`config.mk`:
```
export PLATFORM = sky130hd
export DESIGN_NAME = freq_gate_ctrl_flat
export DESIGN_NICKNAME = d
export VERILOG_FILES = /design/src/rtl/freq_meas_pkg.sv /design/src/rtl/freq_gate_ctrl_if.sv /design/src/rtl/sync_2ff.sv /design/src/rtl/freq_gate_ctrl.sv /design/src/flat_wrapper.sv
export SDC_FILE = /design/constraint.sdc
export NUM_CORES = 1
export LEC_CHECK = 0
export ABC_CLOCK_PERIOD_IN_PS = 2990
export BUFFER_PORTS_ARGS = -buffer_cell sky130_fd_sc_hd__buf_2
export CAP_MARGIN = 20
export CORE_MARGIN = 4
export CORE_UTILIZATION = 60
export DETAILED_ROUTE_END_ITERATION = 16
export HOLD_SLACK_MARGIN = 0.1
export PLACE_DENSITY_LB_ADDON = 0.05
export SLEW_MARGIN = 30
export SYNTH_ARGS = -nofsm -noshare
export SYNTH_HDL_FRONTEND = slang
export SYNTH_SLANG_ARGS = --single-unit
```
`constraint.sdc`:
```
create_clock -name clk_fx -period 2.99 [get_ports clk_fx]
set_clock_uncertainty 0.05 [all_clocks]
set_input_delay 0.4485 -clock clk_fx [delete_from_list [all_inputs] [get_ports clk_fx]]
set_output_delay 0.4485 -clock clk_fx [all_outputs]
set_load 0.005 [all_outputs]
```
`src/rtl/freq_meas_pkg.sv`:
```
// Shared definitions for the frequency counter: sequencer states and default widths.
// Used by both the clk_fx sequencer and the clk_fs-side counter.
package freq_meas_pkg;

  localparam int CNT_W_DEF   = 30;
  localparam int LEN_W_DEF   = 16;
  localparam int GUARD_W_DEF = 8;
  localparam int unsigned TIMEOUT_DEF = 65535;

  typedef enum logic [2:0] {
    IDLE = 3'd0,
    PRE  = 3'd1,
    GATE = 3'd2,
    POST = 3'd3,
    REQ  = 3'd4,
    REL  = 3'd5
  } meas_state_e;

endpackage

```
`src/rtl/freq_gate_ctrl_if.sv`:
```
// Control/result bundle between the gate sequencer and its host / clk_fs side.
interface freq_gate_ctrl_if #(
  parameter int CNT_W   = freq_meas_pkg::CNT_W_DEF,
  parameter int LEN_W   = freq_meas_pkg::LEN_W_DEF,
  parameter int GUARD_W = freq_meas_pkg::GUARD_W_DEF
) ();

  logic               start;
  logic               cont_en;
  logic [LEN_W-1:0]   gate_len;
  logic [GUARD_W-1:0] guard_len;
  logic               meas_ack;
  logic               gate;
  logic               meas_req;
  logic [CNT_W-1:0]   fx_cnt;
  logic               busy;
  logic               done;
  logic               err;

  modport master (
    output start, cont_en, gate_len, guard_len, meas_ack,
    input  gate, meas_req, fx_cnt, busy, done, err
  );

  modport slave (
    input  start, cont_en, gate_len, guard_len, meas_ack,
    output gate, meas_req, fx_cnt, busy, done, err
  );

endinterface

```
`src/rtl/sync_2ff.sv`:
```
// Two-flop synchroniser with async reset to 0; also reused for gate on the clk_fs side.
module sync_2ff #(
  parameter int W = 1
) (
  input  logic         clk,
  input  logic         rst_n,
  input  logic [W-1:0] d_i,
  output logic [W-1:0] q_o
);

  logic [W-1:0] meta_q;
  logic [W-1:0] sync_q;

  always_ff @(posedge clk or negedge rst_n) begin
    if (!rst_n) begin
      meta_q <= '0;
      sync_q <= '0;
    end else begin
      meta_q <= d_i;
      sync_q <= meta_q;
    end
  end

  assign q_o = sync_q;

endmodule

```
`src/rtl/freq_gate_ctrl.sv`:
```
// Gate-window sequencer in the clk_fx domain with req/ack result hand-off.
// Optional GATE_TIMEOUT_EN adds an ack-wait timeout with a sticky err flag.
//
// state | meaning
// IDLE  | waiting for start or cont_en
// PRE   | leading guard band, gate low
// GATE  | gate high, counting clk_fx
// POST  | trailing guard band (min 1 cycle), fx_cnt loaded on entry
// REQ   | meas_req high, waiting for ack_s high
// REL   | meas_req low, waiting for ack_s low, then done
module freq_gate_ctrl
  import freq_meas_pkg::*;
#(
`ifdef GATE_TIMEOUT_EN
  parameter int unsigned TIMEOUT = TIMEOUT_DEF,
`endif
  parameter int CNT_W   = CNT_W_DEF,
  parameter int LEN_W   = LEN_W_DEF,
  parameter int GUARD_W = GUARD_W_DEF
) (
  input  logic            clk_fx,
  input  logic            rst_n,
  freq_gate_ctrl_if.slave bus
);

  localparam int TMR_W = (LEN_W > GUARD_W) ? LEN_W : GUARD_W;

  meas_state_e        state_q, state_d;
  logic [LEN_W-1:0]   len_q, len_d, len_in;
  logic [GUARD_W-1:0] guard_q, guard_d;
  logic [TMR_W-1:0]   tmr_q, tmr_d;
  logic [CNT_W-1:0]   gcnt_q, gcnt_d;
  logic [CNT_W-1:0]   fx_cnt_q, fx_cnt_d;
  logic               gate_q, req_q, busy_q, done_q, done_d;
  logic               ack_s;
  logic               arm;

`ifdef GATE_TIMEOUT_EN
  localparam int TO_W = $clog2(TIMEOUT + 1);
  localparam logic [TO_W-1:0] TO_LOAD = TO_W'(TIMEOUT - 1);
  logic [TO_W-1:0] to_q, to_d;
  logic            err_q, err_d;
`endif

  sync_2ff #(.W(1)) u_ack_sync (
    .clk   (clk_fx),
    .rst_n (rst_n),
    .d_i   (bus.meas_ack),
    .q_o   (ack_s)
  );

  assign len_in = (bus.gate_len == '0) ? LEN_W'(1) : bus.gate_len;

  always_comb begin
    state_d  = state_q;
    len_d    = len_q;
    guard_d  = guard_q;
    tmr_d    = tmr_q;
    gcnt_d   = gcnt_q;
    fx_cnt_d = fx_cnt_q;
    done_d   = 1'b0;
    arm      = 1'b0;
`ifdef GATE_TIMEOUT_EN
    to_d     = to_q;
    err_d    = err_q;
`endif
    case (state_q)
      IDLE: begin
`ifdef GATE_TIMEOUT_EN
        if (bus.start) err_d = 1'b0;
        arm = bus.start || (bus.cont_en && !err_q);
`else
        arm = bus.start || bus.cont_en;
`endif
      end
      PRE: begin
        if (tmr_q == '0) begin
          state_d = GATE;
          tmr_d   = TMR_W'(len_q) - TMR_W'(1);
          gcnt_d  = '0;
        end else begin
          tmr_d = tmr_q - TMR_W'(1);
        end
      end
      GATE: begin
        gcnt_d = gcnt_q + CNT_W'(1);
        if (tmr_q == '0) begin
          state_d  = POST;
          fx_cnt_d = gcnt_q + CNT_W'(1);
          tmr_d    = (guard_q == '0) ? '0 : TMR_W'(guard_q) - TMR_W'(1);
        end else begin
          tmr_d = tmr_q - TMR_W'(1);
        end
      end
      POST: begin
        if (tmr_q == '0) begin
          state_d = REQ;
`ifdef GATE_TIMEOUT_EN
          to_d = TO_LOAD;
`endif
        end else begin
          tmr_d = tmr_q - TMR_W'(1);
        end
      end
      REQ: begin
        if (ack_s) begin
          state_d = REL;
`ifdef GATE_TIMEOUT_EN
          to_d = TO_LOAD;
        end else if (to_q == '0) begin
          state_d = IDLE;
          err_d   = 1'b1;
        end else begin
          to_d = to_q - TO_W'(1);
`endif
        end
      end
      REL: begin
        if (!ack_s) begin
          done_d = 1'b1;
          if (bus.cont_en) arm = 1'b1;
          else             state_d = IDLE;
`ifdef GATE_TIMEOUT_EN
        end else if (to_q == '0) begin
          state_d = IDLE;
          err_d   = 1'b1;
        end else begin
          to_d = to_q - TO_W'(1);
`endif
        end
      end
      default: state_d = IDLE;
    endcase

    // Arming (from IDLE or continuous re-arm) snapshots the configuration.
    if (arm) begin
      len_d   = len_in;
      guard_d = bus.guard_len;
      if (bus.guard_len == '0) begin
        state_d = GATE;
        tmr_d   = TMR_W'(len_in) - TMR_W'(1);
        gcnt_d  = '0;
      end else begin
        state_d = PRE;
        tmr_d   = TMR_W'(bus.guard_len) - TMR_W'(1);
      end
    end
  end

  always_ff @(posedge clk_fx or negedge rst_n) begin
    if (!rst_n) begin
      state_q  <= IDLE;
      len_q    <= '0;
      guard_q  <= '0;
      tmr_q    <= '0;
      gcnt_q   <= '0;
      fx_cnt_q <= '0;
      gate_q   <= 1'b0;
      req_q    <= 1'b0;
      busy_q   <= 1'b0;
      done_q   <= 1'b0;
    end else begin
      state_q  <= state_d;
      len_q    <= len_d;
      guard_q  <= guard_d;
      tmr_q    <= tmr_d;
      gcnt_q   <= gcnt_d;
      fx_cnt_q <= fx_cnt_d;
      gate_q   <= (state_d == GATE);
      req_q    <= (state_d == REQ);
      busy_q   <= (state_d != IDLE);
      done_q   <= done_d;
    end
  end

`ifdef GATE_TIMEOUT_EN
  always_ff @(posedge clk_fx or negedge rst_n) begin
    if (!rst_n) begin
      to_q  <= '0;
      err_q <= 1'b0;
    end else begin
      to_q  <= to_d;
      err_q <= err_d;
    end
  end
  assign bus.err = err_q;
`else
  assign bus.err = 1'b0;
`endif

  assign bus.gate     = gate_q;
  assign bus.meas_req = req_q;
  assign bus.fx_cnt   = fx_cnt_q;
  assign bus.busy     = busy_q;
  assign bus.done     = done_q;

endmodule

```
`src/flat_wrapper.sv`:
```
// flat-port wrapper written by rule: the top's interface ports become plain ports
module freq_gate_ctrl_flat import freq_meas_pkg::*;
#(

  parameter int CNT_W   = CNT_W_DEF,
  parameter int LEN_W   = LEN_W_DEF,
  parameter int GUARD_W = GUARD_W_DEF
)
  (clk_fx, rst_n, bus_start, bus_cont_en, bus_gate_len, bus_guard_len, bus_meas_ack, bus_gate, bus_meas_req, bus_fx_cnt, bus_busy, bus_done, bus_err);
  freq_gate_ctrl_if #(.CNT_W(CNT_W), .LEN_W(LEN_W), .GUARD_W(GUARD_W)) bus_i ();
  input  logic clk_fx;
  input  logic rst_n;
  input wire logic [$bits(bus_i.start)-1:0] bus_start;
  input wire logic [$bits(bus_i.cont_en)-1:0] bus_cont_en;
  input wire logic [$bits(bus_i.gate_len)-1:0] bus_gate_len;
  input wire logic [$bits(bus_i.guard_len)-1:0] bus_guard_len;
  input wire logic [$bits(bus_i.meas_ack)-1:0] bus_meas_ack;
  output wire logic [$bits(bus_i.gate)-1:0] bus_gate;
  output wire logic [$bits(bus_i.meas_req)-1:0] bus_meas_req;
  output wire logic [$bits(bus_i.fx_cnt)-1:0] bus_fx_cnt;
  output wire logic [$bits(bus_i.busy)-1:0] bus_busy;
  output wire logic [$bits(bus_i.done)-1:0] bus_done;
  output wire logic [$bits(bus_i.err)-1:0] bus_err;
  assign bus_i.start = bus_start;
  assign bus_i.cont_en = bus_cont_en;
  assign bus_i.gate_len = bus_gate_len;
  assign bus_i.guard_len = bus_guard_len;
  assign bus_i.meas_ack = bus_meas_ack;
  assign bus_gate = bus_i.gate;
  assign bus_meas_req = bus_i.meas_req;
  assign bus_fx_cnt = bus_i.fx_cnt;
  assign bus_busy = bus_i.busy;
  assign bus_done = bus_i.done;
  assign bus_err = bus_i.err;
  freq_gate_ctrl #(.CNT_W(CNT_W), .LEN_W(LEN_W), .GUARD_W(GUARD_W)) u_core (.clk_fx(clk_fx), .rst_n(rst_n), .bus(bus_i));
endmodule
```
== Yosys cells after proc, flatten, opt, wreduce, memory -nomap -nowiden ==
Index checks and enable logic that the tools add are counted.

* Logic and storage cells: 62
* Output and inout port bits: 35
* Input port bits: 29
* Flip-flop bits (word level): 109

* Reduce and logical (&&, ||, !) cells: 10
* Mux-type cells: 26
* Eq/ne operators: 8
* Add/sub/neg operators: 6

{| class="wikitable"
|+ Operators with widths
! cell !! count
|-
| 16-bit 2-to-1 mux || 7
|-
| 30-bit 2-to-1 mux || 3
|-
| 30-bit case mux with 2 select lines || 1
|-
| 16-bit case mux with 3 select lines || 1
|-
| 16-bit by 1-bit subtractor with 16-bit output, second input constant || 3
|-
| 16-bit zero test || 2
|-
| 30-bit by 1-bit adder with 30-bit output, second input constant || 1
|-
| 3-bit 2-to-1 mux || 7
|-
| 3-bit case mux with 6 select lines || 1
|-
| 8-bit by 1-bit subtractor with 9-bit output, second input constant || 2
|-
| 8-bit zero test || 2
|-
| 3-bit by 2-bit == test with 1-bit output, second input constant || 3
|-
| 3-bit == test, second input constant || 3
|-
| 1-bit 2-to-1 mux || 4
|-
| 2-bit AND reduction || 2
|-
| 4-bit nonzero test || 1
|-
| 3-bit by 1-bit == test with 1-bit output, second input constant || 1
|-
| 3-bit zero test || 1
|-
| 3-bit by 2-bit inequality test with 1-bit output, second input constant || 1
|-
| 3-bit nonzero test || 1
|-
| 2-bit 2-to-1 mux || 1
|-
| 1-bit case mux with 2 select lines || 1
|-
| 1-bit logical OR || 1
|}

== Depth between registers and ports, before layout ==
* Word-level depth: 5
* Depth in mapped cells: 10

== Cells and area by module ==
From an unflattened synthesis, not the netlist that was laid out.

* Cells, all modules: 824
* Area total of the unflattened synthesis: 6,894.1 µm²

{| class="wikitable"
|+ By module, submodules not included
! module !! area each (µm²) !! instances !! cells each
|-
| freq_gate_ctrl || 6,844.1 || 1 || 822
|-
| sync_2ff || 50.0 || 1 || 2
|}

== Least setup slack after synthesis ==
No wires, ideal clock.

* Kind: register -> register
* From: register u_core.tmr_q[0]
* To: register u_core.tmr_q[13]
* Path buffers: 2
* Setup time: 0.126 ns
* Path slack: 0.631 ns
* Stages on the path, launching flop included: 11
* Period minus slack after synthesis: 2.359 ns
* Arrival: 2.183 ns
* Cells stage by stage: dfrtp_1 > inv_1 > ha_1 > nor3b_1 > nor4b_4 > nand2_2 > buf_6 > buf_6 > nand2_4 > o221ai_2 > a221o_1

* Longest elaborated chain between the ends: 4
* Elaborated cells on any way between the ends: 9

{| class="wikitable"
|+ RTL lines
! what !! line !! RTL
|-
| start, declared || freq_gate_ctrl.sv:31 || <nowiki>logic [TMR_W-1:0] tmr_q, tmr_d;</nowiki>
|-
| start signal, assigned || freq_gate_ctrl.sv:166 || <nowiki>tmr_q <= tmr_d;</nowiki>
|-
| 16-bit by 1-bit subtractor with 16-bit output / 16-bit zero test (equally long branches) || -- ||
|-
| 16-bit 2-to-1 mux (on tied branches) || freq_gate_ctrl.sv:96, freq_gate_ctrl.sv:77, freq_gate_ctrl.sv:87 ||
|-
| 16-bit case mux with 3 select lines || freq_gate_ctrl.sv:67 || <nowiki>case (state_q)</nowiki>
|-
| 16-bit 2-to-1 mux || freq_gate_ctrl.sv:136 || <nowiki>if (arm) begin</nowiki>
|}

Several ways; a longest one is shown, not always the timed one. The select of a mux whose other input is x is not followed.
A chain may end at the register's enable or synchronous reset.

== Final worst setup path ==
* From: register u_core.tmr_q[7]
* To: register u_core.gcnt_q[9]

* Longest elaborated chain between the ends: 5

{| class="wikitable"
|+ RTL lines
! what !! line !! RTL
|-
| 16-bit zero test (*) || freq_gate_ctrl.sv:77 || <nowiki>if (tmr_q == '0) begin</nowiki>
|-
| 30-bit 2-to-1 mux (*) || freq_gate_ctrl.sv:77 ||
|-
| 30-bit case mux with 2 select lines (*) || freq_gate_ctrl.sv:67 ||
|-
| 30-bit 2-to-1 mux || freq_gate_ctrl.sv:139 || <nowiki>if (bus.guard_len == '0) begin</nowiki>
|-
| 30-bit 2-to-1 mux (*) || freq_gate_ctrl.sv:136 ||
|-
| named net u_core.gcnt_d[9] || freq_gate_ctrl.sv:32 || <nowiki>logic [CNT_W-1:0] gcnt_q, gcnt_d;</nowiki>
|-
| end signal, assigned || freq_gate_ctrl.sv:167 || <nowiki>gcnt_q <= gcnt_d;</nowiki>
|-
| end, declared || freq_gate_ctrl.sv:32 ||
|}

The timed path passes the listed nets; every way through them passes the cells marked *.

==> qor.yml <==
outcome:
  outcome: "finished clean"
worst_hold_path:
  hold_class: "input port to register"
logic_synthesis:
  synth_seq_cells: 109
  synth-edff-count: 0
  synth_warnings: 0
  synth.distinct_cells: 72
  synth_cells: 781
  seq_area_frac_synth: 0.412
  async_reset_ff_frac: 1.00
  syn_area_per_cell_sq_um: 8.47
  synth_nets: 817
  ys.flop_type: "dfrtp_1"
  syn-cell-area_sq_mm: 0.00662
power:
  leakage_nw: 3.26
  combPwrFrac: 0.372
  power.density_mw_per_mm2: 686
  intPower_mw: 2.97
  seqPwrFrac: 0.442
  clockPowerShare: 0.186
  sw_frac_of_total: 0.408
  power.net_switching_mw: 2.05
  total_power_mw: 5.02
  peakVddDrop_uv: 448
global_routing:
  grt_pass1_wl_mm: 29.1
  grt_max_degree: 59
  antenna_found_initial: 0
  grt_pass1_vias: 5967
  grtUsageTotal: 0.279
  grt-ovfl-total: 0
finish:
  final_area_sq_mm: 0.00731
  stdcell_count: 979
  n_antenna_cell: 0
  area_growth_pct: 10.4
  final_util: 0.674
  final_nets: 870
  layout-drive-gt1-share: 0.145
worst_setup_path:
  r2r_slack_ns: 0.26
  cp-start-kind: "register"
  crit_type: "register to register"
  crit_required_ns: 3.19
  cp-end-kind: "register"
  crit_fanout: 21
  cp.arrival_ns: 2.93
cts:
  h-tree-depth: 3
  cts_tree: "built"
  clkTransAtPathRegs_ns: 0.10
  cts_sinks: 109
  cts-resized-gates: 0
  root_buffer: "clkbuf_8"
  cts_buffers: 9
  clk_latency_ns: 0.38
  clockBufferDepth: 2
timing:
  drv_slew: 0
  period_needed_ns: 2.73
  slew_headroom: 0.499
  rsz0062_at_grt: "no"
  hold_ws_ns: 0.246
  setup_viol: 0
  fmax_mhz: 367
  fin_crit_sh: 0.912
  hold_viol: 0
  setup_ws_ns: 0.264
  fin_setup_tns_ns: 0
  worstMarginPinSlew_ns: 0.752
die:
  io_pins: 64
  die_y_um: 113
  die_x_um: 113
  num_rows: 38
  initial_utilization: 0.610
  die_area_sq_mm: 0.0128
  core_sq_mm: 0.0108
run:
  maxCapViolCount: 0
placed_design:
  io_buffers: 62
  preCtsSetupSlack_ns: 0.232
  placed_cell_area_sq_mm: 0.00707
  gp_congestion: 1.01
  dp.cells: 958
  hpwl_mm: 12.6
routing:
  top_layer: "met4"
  dr.pass1.iters: 7
  vias_per_cell: 6.32
  drc: 0
  wl_met2_mm: 8.50
  drt-initial-drc-count: 616
  wl_per_cell_um: 17.7
  vias: 6191
  antenna_left: 0
  wl_met1_mm: 7.07
  wl_met3_mm: 1.10
  routed_wl_mm: 17.4
critical path: stages, from the launching register on:
cell and delay (ns):
dfrtp_1 0.44, or4_4 0.59, nor4b_4 0.40, nand2_2 0.18, o21a_1 0.49, o21ai_0 0.32, a21oi_1 0.11
final cells by class:
| cell class | instances | area (sq um) |
|---|---|---|
| inverter | 16 | 60.1 |
| fill | 950 | 3530 |
| timing repair buffer | 85 | 503 |
| clock buffer | 11 | 141 |
| multi-input combinational | 613 | 3640 |
| sequential | 109 | 2730 |
| clock inverter | 5 | 57.6 |
| tap | 140 | 175 |
state kept, by name, summed over array words and instances, names as in the netlist, 3 cells and up:
| signal | cells |
|---|---|
| u_core.bus.fx_cnt | 30 |
| u_core.len_q | 16 |
| u_core.tmr_q | 16 |
| u_core.gcnt_q | 30 |
| u_core.state_q | 3 |
| u_core.guard_q | 8 |
logic make-up (layout without fill, tap and decap cells):
logic type      Yosys count  in the layout  share of synthesized area
compound gates          198            198                      0.189
xor+xnor                 62             62                     0.0821
fa+ha+maj                 7              7                     0.0132
buf+inv                  59            117                     0.0386
flops                   109            109                      0.412
mux                       8              8                     0.0129
other cells               1              1                   0.000567
simple gates            337            337                      0.251
repair_timing:
item | in CTS | in global routing
endpoints found under the hold margin | 6 | 1
setup buffers | 0 | 3
hold buffers | 1 | 1
endpoints found under the setup margin | 0 | 2
power by group through the flow:
stage / sequential (mW) / combinational, mW / clock (mW)
after floorplan: 2.10 / 1.37 / 0
after global placement: 2.21 / 1.77 / 0
after detailed placement: 2.23 / 1.83 / 0
after CTS: 2.20 / 1.85 / 0.949
after global routing: 2.28 / 2.07 / 1.01
final: 2.22 / 1.87 / 0.931
per-layer routing:
layer	vias up	track usage
met1	2947	0.357
met3	71	0.0406
met5	-	0
met4	0	0.132
met2	279	0.467
li1	2894	-
cells in the mapped netlist, drive strengths merged, types with 5 or more instances:
master | n | area (sq um)
dfrtp | 109 | 2730
or3 | 13 | 81.3
nand2b | 5 | 31.3
o21ai | 67 | 339
nand4 | 7 | 50.1
nor4 | 9 | 71.3
ha | 7 | 87.6
and4 | 7 | 61.3
o211a | 6 | 60.1
inv | 16 | 60.1
o22ai | 6 | 37.5
nor2 | 71 | 269
nand3b | 9 | 67.6
xor2 | 34 | 298
and3 | 7 | 43.8
nand2 | 140 | 541
a311oi | 5 | 43.8
a31oi | 15 | 93.8
nand3 | 18 | 90.1
a21oi | 49 | 249
o211ai | 6 | 45.0
xnor2 | 28 | 245
buf | 11 | 75.1
nor3 | 23 | 115
or4 | 6 | 48.8
clkbuf | 32 | 120
a22oi | 8 | 60.1
final timing paths:
path | startpoint | endpoint | cells after the start
max | u_core.tmr_q[7] | u_core.gcnt_q[9] | 6
min in group asynchronous | rst_n | u_core.bus.fx_cnt[4] | 2
max in group asynchronous | rst_n | u_core.gcnt_q[14] | 3
max reg2reg | u_core.tmr_q[7] | u_core.gcnt_q[9] | 6
min | bus_gate_len[10] | u_core.len_q[10] | 3
min reg2reg | u_core.u_ack_sync.meta_q | u_core.u_ack_sync.q_o | 0
cell usage in the layout, fill, tap and decap left out, types with 10 or more instances in the layout:
cell | netlist | routed
o21ai_0 | 63 | 63
buf_2 | 3 | 61
xnor2_1 | 28 | 28
buf_4 | 2 | 21
nor3_1 | 23 | 23
dfrtp_1 | 109 | 109
clkbuf_8 | 0 | 10
xor2_1 | 34 | 34
nor2_1 | 70 | 69
inv_1 | 16 | 16
nand2_1 | 136 | 136
a31oi_1 | 15 | 15
a21oi_1 | 48 | 48
nand3_1 | 18 | 18
or3_1 | 13 | 13
Note: power is estimated with default switching activity, not from simulation.
